[config.mk]
export PLATFORM = sky130hd
export DESIGN_NAME = inst_fetch_queue
export DESIGN_NICKNAME = d
export VERILOG_FILES = /design/src/rtl/ifq_pkg.sv /design/src/rtl/ifq_ring_buffer.sv /design/src/rtl/inst_fetch_queue.sv
export SDC_FILE = /design/constraint.sdc
export NUM_CORES = 1
export LEC_CHECK = 0
export ABC_AREA = 0
export ABC_CLOCK_PERIOD_IN_PS = 7250
export CAP_MARGIN = 40
export CORE_MARGIN = 8
export CORE_UTILIZATION = 59
export DETAILED_ROUTE_END_ITERATION = 8
export GPL_ROUTABILITY_DRIVEN = 0
export PLACE_DENSITY = 0.86
export SETUP_SLACK_MARGIN = 0.5
export SLEW_MARGIN = 20
export SYNTH_ARGS = -nofsm -noshare
export SYNTH_HDL_FRONTEND = slang
export SYNTH_SLANG_ARGS = --single-unit
export TNS_END_PERCENT = 100
[constraint.sdc]
create_clock -name clk -period 7.25 [get_ports clk]
set_input_delay 1.45 -clock clk [delete_from_list [all_inputs] [get_ports clk]]
set_output_delay 1.45 -clock clk [all_outputs]
set_load 0.05 [all_outputs]
[src/rtl/ifq_pkg.sv]
// Shared types for the instruction fetch queue: FSM states, queue entry layout, fetch stride.
package ifq_pkg;

  localparam int unsigned INSTR_BYTES = 4;

  typedef enum logic [0:0] {
    IFQ_FETCH,
    IFQ_HOLD
  } ifq_state_t;

  typedef struct packed {
    logic [31:0] pc;
    logic [31:0] instr;
  } ifq_entry_t;

  function automatic logic [31:0] ifq_align(input logic [31:0] addr);
    return {addr[31:2], 2'b00};
  endfunction

endpackage

[src/rtl/ifq_ring_buffer.sv]
// Power-of-two ring of fetched {pc, instr} entries with push, pop and a clear that wins over both.
module ifq_ring_buffer
  import ifq_pkg::*;
#(
  parameter int unsigned DEPTH = 4
) (
  input  logic                         clk_i,
  input  logic                         rst_ni,
  input  logic                         clear_i,
  input  logic                         push_i,
  input  ifq_entry_t                   push_entry_i,
  input  logic                         pop_i,
  output ifq_entry_t                   head_o,
  output logic [$clog2(DEPTH+1)-1:0]   count_o
);

  localparam int unsigned PtrW = $clog2(DEPTH);
  localparam int unsigned CntW = $clog2(DEPTH + 1);

  ifq_entry_t            mem_q [DEPTH];
  logic [PtrW-1:0]       head_q, head_d;
  logic [PtrW-1:0]       tail_q, tail_d;
  logic [CntW-1:0]       count_q, count_d;
  logic                  do_push, do_pop;

  assign do_push = push_i & ~clear_i;
  assign do_pop  = pop_i & ~clear_i;

  // Pointers wrap naturally because DEPTH is a power of two.
  always_comb begin
    head_d  = head_q;
    tail_d  = tail_q;
    count_d = count_q;
    if (clear_i) begin
      head_d  = '0;
      tail_d  = '0;
      count_d = '0;
    end else begin
      if (do_push) tail_d = tail_q + PtrW'(1);
      if (do_pop)  head_d = head_q + PtrW'(1);
      unique case ({do_push, do_pop})
        2'b10:   count_d = count_q + CntW'(1);
        2'b01:   count_d = count_q - CntW'(1);
        default: count_d = count_q;
      endcase
    end
  end

  always_ff @(posedge clk_i) begin
    if (!rst_ni) begin
      head_q  <= '0;
      tail_q  <= '0;
      count_q <= '0;
    end else begin
      head_q  <= head_d;
      tail_q  <= tail_d;
      count_q <= count_d;
    end
  end

  always_ff @(posedge clk_i) begin
    if (rst_ni && do_push) mem_q[tail_q] <= push_entry_i;
  end

  assign head_o  = mem_q[head_q];
  assign count_o = count_q;

endmodule

[src/rtl/inst_fetch_queue.sv]
// Sequential instruction prefetcher with epoch-tagged single outstanding fetch and redirect flush.
// Optional discard counter on flush_count is built when IFQ_FLUSH_COUNTER_EN is defined.
module inst_fetch_queue
  import ifq_pkg::*;
#(
  parameter int unsigned DEPTH            = 4,
  parameter logic [31:0] PC_START_ADDRESS = 32'h0
) (
  input  logic        clk,
  input  logic        rst,
  input  logic        ena,
  output logic [31:0] inst_mem_addr,
  output logic        inst_mem_req,
  input  logic [31:0] inst_mem_rd_data,
  input  logic        mem_port_busy,
  input  logic        redirect,
  input  logic [31:0] redirect_pc,
  output logic        out_valid,
  input  logic        out_ready,
  output logic [31:0] out_instr,
  output logic [31:0] out_pc,
  output logic [31:0] out_pc_plus_4,
  output logic [31:0] flush_count
);

  localparam int unsigned CntW = $clog2(DEPTH + 1);

  ifq_state_t      state_q;
  logic [31:0]     fetch_pc_q;
  logic [31:0]     inflight_pc_q;
  logic            inflight_q;
  logic            inflight_tag_q;
  logic            epoch_q;
  ifq_entry_t      out_hold_q;

  ifq_entry_t      head_entry;
  ifq_entry_t      push_entry;
  logic [CntW-1:0] count;
  logic [CntW:0]   occupancy;
  logic            space;
  logic            resp_live;
  logic            issue;
  logic            push, pop, clear;

  // An outstanding fetch reserves a slot so its response can never overflow the ring.
  assign occupancy = {1'b0, count} + {{CntW{1'b0}}, inflight_q};
  assign space     = occupancy < (CntW + 1)'(DEPTH);
  assign resp_live = inflight_q & (inflight_tag_q == epoch_q);

  assign issue = rst & ena & (state_q == IFQ_FETCH) & ~mem_port_busy & ~redirect & space;
  assign push  = ena & ~redirect & resp_live;
  assign pop   = ena & ~redirect & out_valid & out_ready;
  assign clear = ena & redirect;

  assign push_entry = '{pc: inflight_pc_q, instr: inst_mem_rd_data};

  ifq_ring_buffer #(
    .DEPTH (DEPTH)
  ) u_ring (
    .clk_i        (clk),
    .rst_ni       (rst),
    .clear_i      (clear),
    .push_i       (push),
    .push_entry_i (push_entry),
    .pop_i        (pop),
    .head_o       (head_entry),
    .count_o      (count)
  );

  always_ff @(posedge clk) begin
    if (!rst) begin
      state_q        <= IFQ_FETCH;
      fetch_pc_q     <= ifq_align(PC_START_ADDRESS);
      inflight_pc_q  <= '0;
      inflight_q     <= 1'b0;
      inflight_tag_q <= 1'b0;
      epoch_q        <= 1'b0;
    end else if (ena) begin
      if (redirect) begin
        state_q    <= IFQ_FETCH;
        fetch_pc_q <= ifq_align(redirect_pc);
        epoch_q    <= ~epoch_q;
        inflight_q <= 1'b0;
      end else begin
        unique case (state_q)
          IFQ_FETCH: if (mem_port_busy || !space) state_q <= IFQ_HOLD;
          IFQ_HOLD:  if (!mem_port_busy && space) state_q <= IFQ_FETCH;
          default:   state_q <= IFQ_FETCH;
        endcase
        inflight_q <= issue;
        if (issue) begin
          fetch_pc_q     <= fetch_pc_q + INSTR_BYTES;
          inflight_pc_q  <= fetch_pc_q;
          inflight_tag_q <= epoch_q;
        end
      end
    end
  end

  // Tracks the entry last shown so outputs hold steady while the ring is empty.
  always_ff @(posedge clk) begin
    if (!rst) begin
      out_hold_q <= '0;
    end else if (ena && out_valid) begin
      out_hold_q <= head_entry;
    end
  end

  assign inst_mem_req  = issue;
  assign inst_mem_addr = issue ? fetch_pc_q : '0;

  assign out_valid     = (count != '0);
  assign out_instr     = out_valid ? head_entry.instr : out_hold_q.instr;
  assign out_pc        = out_valid ? head_entry.pc : out_hold_q.pc;
  assign out_pc_plus_4 = out_pc + INSTR_BYTES;

`ifdef IFQ_FLUSH_COUNTER_EN
  logic [31:0] flush_count_q;
  logic [32:0] flush_sum;

  assign flush_sum = {1'b0, flush_count_q} + 33'(count) + 33'(resp_live);

  always_ff @(posedge clk) begin
    if (!rst) begin
      flush_count_q <= '0;
    end else if (ena && redirect) begin
      flush_count_q <= flush_sum[32] ? '1 : flush_sum[31:0];
    end
  end

  assign flush_count = flush_count_q;
`else
  assign flush_count = '0;
`endif

endmodule

---- Yosys cells after proc, flatten, opt, wreduce, memory -nomap -nowiden ----
Memory sizes are Yosys's and may differ from the RTL's. A register that Yosys moved wholly into a read port is not among the register bits.
Index checks and enable logic that the tools add are counted.
cells by class
  $add $sub $neg .......................... 7
  magnitude comparators ................... 1
  equal/unequal tests ..................... 3
  muxes and demuxes ....................... 15
  bitwise operators ....................... 19
  reductions and logical operators ........ 13
operators by type and width
  cell                                                  number
  two-way mux 32 bit                                    5
  adder 32 x 3 -> 32 bit (second input constant)        2
  AND 1 bit                                             13
  two-way mux 1 bit                                     6
  inverter 1 bit                                        6
  case mux 3 bit (2 select lines)                       1
  adder 2 x 1 -> 2 bit (second input constant)          2
  adder 3 x 1 -> 4 bit                                  1
  < comparator 4 x 3 -> 1 bit (second input constant)   1
  two-way mux 2 bit                                     2
  AND reduction 2 bit                                   2
  nonzero test 2 bit                                    2
  adder 3 x 1 -> 3 bit (second input constant)          1
  logical AND 1 bit                                     3
  AND reduction 3 bit                                   1
  nonzero test 3 bit                                    1
  subtractor 3 x 1 -> 3 bit (second input constant)     1
  equality test 2 x 1 -> 1 bit (second input constant)  1
  equality test 2 bit (second input constant)           1
  zero test 1 bit                                       2
  case mux 1 bit (2 select lines)                       1
  OR reduction 2 bit                                    1
  equality test 1 bit                                   1
  logical OR 1 bit                                      1
word-level totals
  bits in registers ....................... 139
  memory bits (writable) .................. 256
  bits of input ports ..................... 70
  output and inout bits ................... 162
  logic and storage cells ................. 70
  memories kept ........................... 1
memory list
  name          words  bits a word  rd ports  clocked after Yosys merged registers in  write ports  RTL line               text
  u_ring.mem_q  4      64           1         1                                        1            ifq_ring_buffer.sv:20  ifq_entry_t mem_q [DEPTH];

---- Longest topological paths before layout ----
  word-level depth ........................ 7
  depth in mapped cells ................... 13
  depth with buffers taken out ............ 9

---- Hierarchy ----
From an unflattened synthesis, not the netlist that was laid out.
unflattened totals
  cells, all modules ...................... 1,457
  area, all modules ....................... 17,122.7 sq um
modules (own cells, without submodules)
  module            times used  cells each  area each (sq um)  seq. area each (sq um)
  ifq_ring_buffer   1           378         9,739.3            7,867.5
  inst_fetch_queue  1           1,079       7,383.3            2,562.5

---- Worst setup path before layout ----
Ideal clock, no wire load.
  path type ............................... register to output
  start point ............................. register u_ring.count_q[0] (netlist: u_ring.count_o[0])
  end point ............................... output port out_pc_plus_4[24]
  arrival ................................. 4.681 ns
  required time ........................... 5.800 ns
  slack ................................... 1.119 ns
  cell stages (with the launch flop) ...... 13
  path buffers ............................ 3
  cells stage by stage .................... dfxtp_1 > nor3_2 > inv_1 > clkbuf_1 > clkbuf_1 > clkbuf_1 > mux2i_1 > inv_1 > ha_1 > a21boi_0 > nor4b_2 > nor2b_1 > xnor2_1
between the ends
  word-level cells in the longest chain between the ends .. 3
RTL lines
  what                    RTL line                 text
  from (decl)             ifq_ring_buffer.sv:23    logic [CntW-1:0] count_q, count_d;
  from (signal assigned)  ifq_ring_buffer.sv:57    count_q <= count_d;
  nonzero test 3 bit      inst_fetch_queue.sv:112  assign out_valid = (count != '0);
  two-way mux 32 bit      inst_fetch_queue.sv:114  assign out_pc = out_valid ? head_entry.pc : out_hold_q.pc;
  net out_pc[2]           inst_fetch_queue.sv:21   output logic [31:0] out_pc,
  adder 32 x 3 -> 32 bit  inst_fetch_queue.sv:115  assign out_pc_plus_4 = out_pc + INSTR_BYTES;
  to (decl)               inst_fetch_queue.sv:22   output logic [31:0] out_pc_plus_4,
The timed path passes the listed nets, and every way through them passes these cells.

==> results.sh <==
export IMPL_status="complete, no violations"
export IMPL_worstReg2RegEnd="out_hold_q[46]"
export IMPL_hold_buffers=0
export IMPL_dp_hpwl_um=27350
export IMPL_drv_cap=0
export IMPL_ys_seq_area_share_pct=61.36
export IMPL_overflow=0
export IMPL_layout_common_cells="nand2_1 (399), edfxtp_1 (248), clkdlybuf4s50_1 (159), dfxtp_1 (133), a21oi_1 (125)"
export IMPL_slew_violations=0
export IMPL_p_leak_nw=7.292
export IMPL_final_common_cell="nand2_1"
export IMPL_first_pass_iters=6
export IMPL_worst_slew_pin_slew_ns=0.8189
export IMPL_ant_nets=0
export IMPL_tns_ns=0
export IMPL_slowest_stage="dfxtp_2"
export IMPL_syn_to_final_growth_pct=22.34
export IMPL_nets=1686
export IMPL_io_buffers=191
export IMPL_path_cells="buf_4 > mux4_1 > nand4_1 > a222oi_1 > and4_1 > nand3b_2 > xnor2_1 > clkdlybuf4s50_1"
export IMPL_io_pins=232
export IMPL_path_class="register to primary output"
export IMPL_layout_min_cycle_time_ns=6.074
export IMPL_hold_end="out_hold_q[23]"
export IMPL_grt_first_pass_wirelength_um=64740
export IMPL_endpoint_kind="primary output"
export IMPL_min_period_over_period_pct=83.78
export IMPL_clk_path_buf_depth=3
export IMPL_clkTransAtPathRegs_ns=0.06
export IMPL_power_density_nw_per_um2=222.2
export IMPL_holdPathStages=2
export IMPL_ys_flop_type="edfxtp_1"
export IMPL_die_h_um=183.4
export IMPL_worstRegToRegCells=8
export IMPL_layout_drive_gt1_share_pct=11.79
export IMPL_nFillCells=1794
export IMPL_wl_um=41940
export IMPL_finalHoldViolCount=0
export IMPL_diodes=0
export IMPL_avgSynthCellArea_sq_um=11.52
export IMPL_synth_seq_cells=383
export IMPL_cts_tree="done"
export IMPL_min_path_type="register to register"
export IMPL_max_freq_ghz=0.1646
export IMPL_rr_startpoint="u_ring.count_o[0]"
export IMPL_async_reset_ff_share_pct=0
export IMPL_row_count=61
export IMPL_htree_levels=2
export IMPL_die_area_sq_um=33650
export IMPL_cts_resized=0
export IMPL_critPathMaxFanout=29
export IMPL_vias_per_cell=5.914
export IMPL_r2r_setup_slack_ns=3.86
export IMPL_yosysTopAreaCellShare_pct=45.02
export IMPL_netlist_area_sq_um=16540
export IMPL_cpPeakStageDelay_ns=0.83
export IMPL_root_buffer="clkbuf_16"
export IMPL_finalSetupViolCount=0
export IMPL_floorplan_initialDensity_pct=59.71
export IMPL_slew_limit_headroom_pct=45.41
export IMPL_synth_edf_count=248
export IMPL_syn_inst=1436
export IMPL_die_x_um=183.4
export IMPL_dr_first_iter_drc_count=1279
export IMPL_critical_path_arrival_ns=4.62
export IMPL_cts_setup_buffers=0
export IMPL_grt_usage_pct=24.35
export IMPL_whs_ns=0.4536
export IMPL_worst_clock_skew_ns=0.01466
export IMPL_via_count=11917
export IMPL_synth_cell_type_count=62
export IMPL_drc_errors=0
export IMPL_cp_required_ns=5.80
export IMPL_cts_made_buffers=37
export IMPL_synth_area_top_cells="edfxtp_1 (45%), dfxtp_1 (16%), nand2_1 (9.1%)"
export IMPL_grt_pass1_vias=11793
export IMPL_clk_insertion_delay_late_ns=0.52
export IMPL_coreArea_sq_um=27710
export IMPL_numClockSinks=383
export IMPL_yosys_warnings=0
export IMPL_yosys_area_top_type="edfxtp_1"
export IMPL_peakVddDrop_mv=0.1775
export IMPL_cp_start_kind="register"
export IMPL_rsz0062_at_grt="no"
export IMPL_drt_wirelength_per_cell_um=20.82
export IMPL_antenna_found_initial=0
export IMPL_holdCritStartpoint="out_hold_q[23]"
export IMPL_grt_max_degree=63
## state kept, by name, summed over array words and instances (netlist names), named ones only
register / flops
u_ring.tail_q: 2
u_ring.mem_q: 248
fetch_pc_q: 30
u_ring.count_o: 3
u_ring.head_q: 2
inflight_pc_q: 30
state_q: 1
out_hold_q: 62
inflight_tag_q: 1
inflight_q: 1
epoch_q: 1
## final cells by class
type	count	area, sq um	area share (%)
flip-flops and latches	383	10150	50.18
multi-input cells	921	5725	28.29
repair buffers	215	2470	12.20
clock buffers	51	1081	5.342
well taps	378	473.0	2.337
inverters	50	188.9	0.9336
clock inverters	17	143.9	0.7110
## cell families (layout without fill, tap and decap cells)
logic type | after synthesis | count (layout) | share of synthesized area [%]
AOI/OAI and AO/OA | 203 | 203 | 7.352
muxes | 73 | 73 | 9.387
xor gates and xnor gates | 33 | 33 | 1.747
adders and majority gates | 8 | 8 | 0.6505
and+or+nand+nor | 566 | 566 | 14.52
buffers and inverters | 169 | 333 | 4.962
DFF | 383 | 383 | 61.36
other | 1 | 38 | 0.02267
## layer usage
| metal | global-route usage (%) | wire length [um] | up-vias | part of all wire (%) |
|---|---|---|---|---|
| met3 | 5.771 | 4327 | 87 | 10 |
| li1 | - | - | 5376 | - |
| met1 | 30.60 | 16060 | 5756 | 38 |
| met2 | 40.87 | 20390 | 698 | 49 |
| met5 | 0 | 0 | - | 0 |
| met4 | 8.556 | 1159 | 0 | 2.8 |
## cell usage after synthesis (3+ instances only)
| master | count |
|---|---|
| o21a_1 | 6 |
| xor2_1 | 11 |
| o221a_2 | 9 |
| mux4_2 | 50 |
| nor2_1 | 53 |
| a21oi_1 | 125 |
| inv_1 | 49 |
| buf_2 | 7 |
| dfxtp_1 | 135 |
| ha_1 | 7 |
| mux2i_1 | 10 |
| edfxtp_1 | 248 |
| a2bb2oi_1 | 3 |
| a211oi_1 | 4 |
| nand4_1 | 18 |
| buf_1 | 6 |
| mux4_1 | 12 |
| nand3_1 | 35 |
| clkbuf_1 | 64 |
| or3_1 | 3 |
| nand2b_1 | 4 |
| and3_1 | 19 |
| o31ai_1 | 4 |
| buf_4 | 39 |
| and4_1 | 6 |
| xnor2_1 | 22 |
| nand2_1 | 400 |
| a22oi_1 | 8 |
| nor2b_1 | 3 |
| o21ai_0 | 19 |
| a31oi_1 | 7 |
| nor3_1 | 9 |
| and2_1 | 6 |
## worst max-delay path, delay by kind of cell (launching register included)
kind	cells	cell delay, ns
XOR/XNOR	1	0.15
buffers and inverters	2	1.24
flip-flops	1	0.83
AO/OA/AOI/OAI	1	0.73
multiplexers	1	0.36
AND/OR/NAND/NOR	3	0.80
## power by group
part / internal, W / leakage [nW] / switching, W
sequential: 0.00232 / 3.42 / 0.0000185
clock: 0.00112 / 0.604 / 0.000800
combinational: 0.0000788 / 3.26 / 0.000156
total: 0.00352 / 7.29 / 0.000975
## through the flow
stage | utilization [%] | power (W) | worst slack, ns | cells | instance area [sq um]
floorplan | - | 0.002542 | 1.119 | 1473 | 16680
global placement | 68.20 | 0.002608 | 1.684 | 1941 | 18890
detailed placement | 68.50 | 0.002615 | 1.611 | 1945 | 18980
CTS | 72.92 | 0.004508 | 1.045 | 2013 | 20200
global route | 73.04 | 0.004620 | 0.9130 | 2015 | 20240
finish | 73.04 | 0.004497 | 1.176 | 2015 | 20240
## worst max-delay path by stage
| stage | from | to | slack (ns) | cells after the start |
|---|---|---|---|---|
| 2_1_floorplan | u_ring.count_o[0] | out_pc_plus_4[24] | 1.12 | 12 |
| 3_5_place_dp | u_ring.count_o[0] | out_pc_plus_4[30] | 1.61 | 11 |
| 5_1_grt | u_ring.count_o[0] | out_pc_plus_4[28] | 0.91 | 12 |
| 3_3_place_gp | u_ring.count_o[0] | out_pc_plus_4[24] | 1.68 | 11 |
| 6_report | register | out_pc_plus_4[29] | 1.18 | 8 |
| 4_1_cts | u_ring.count_o[0] | out_pc_plus_4[30] | 1.05 | 11 |
(Power assumes the default switching activity.)
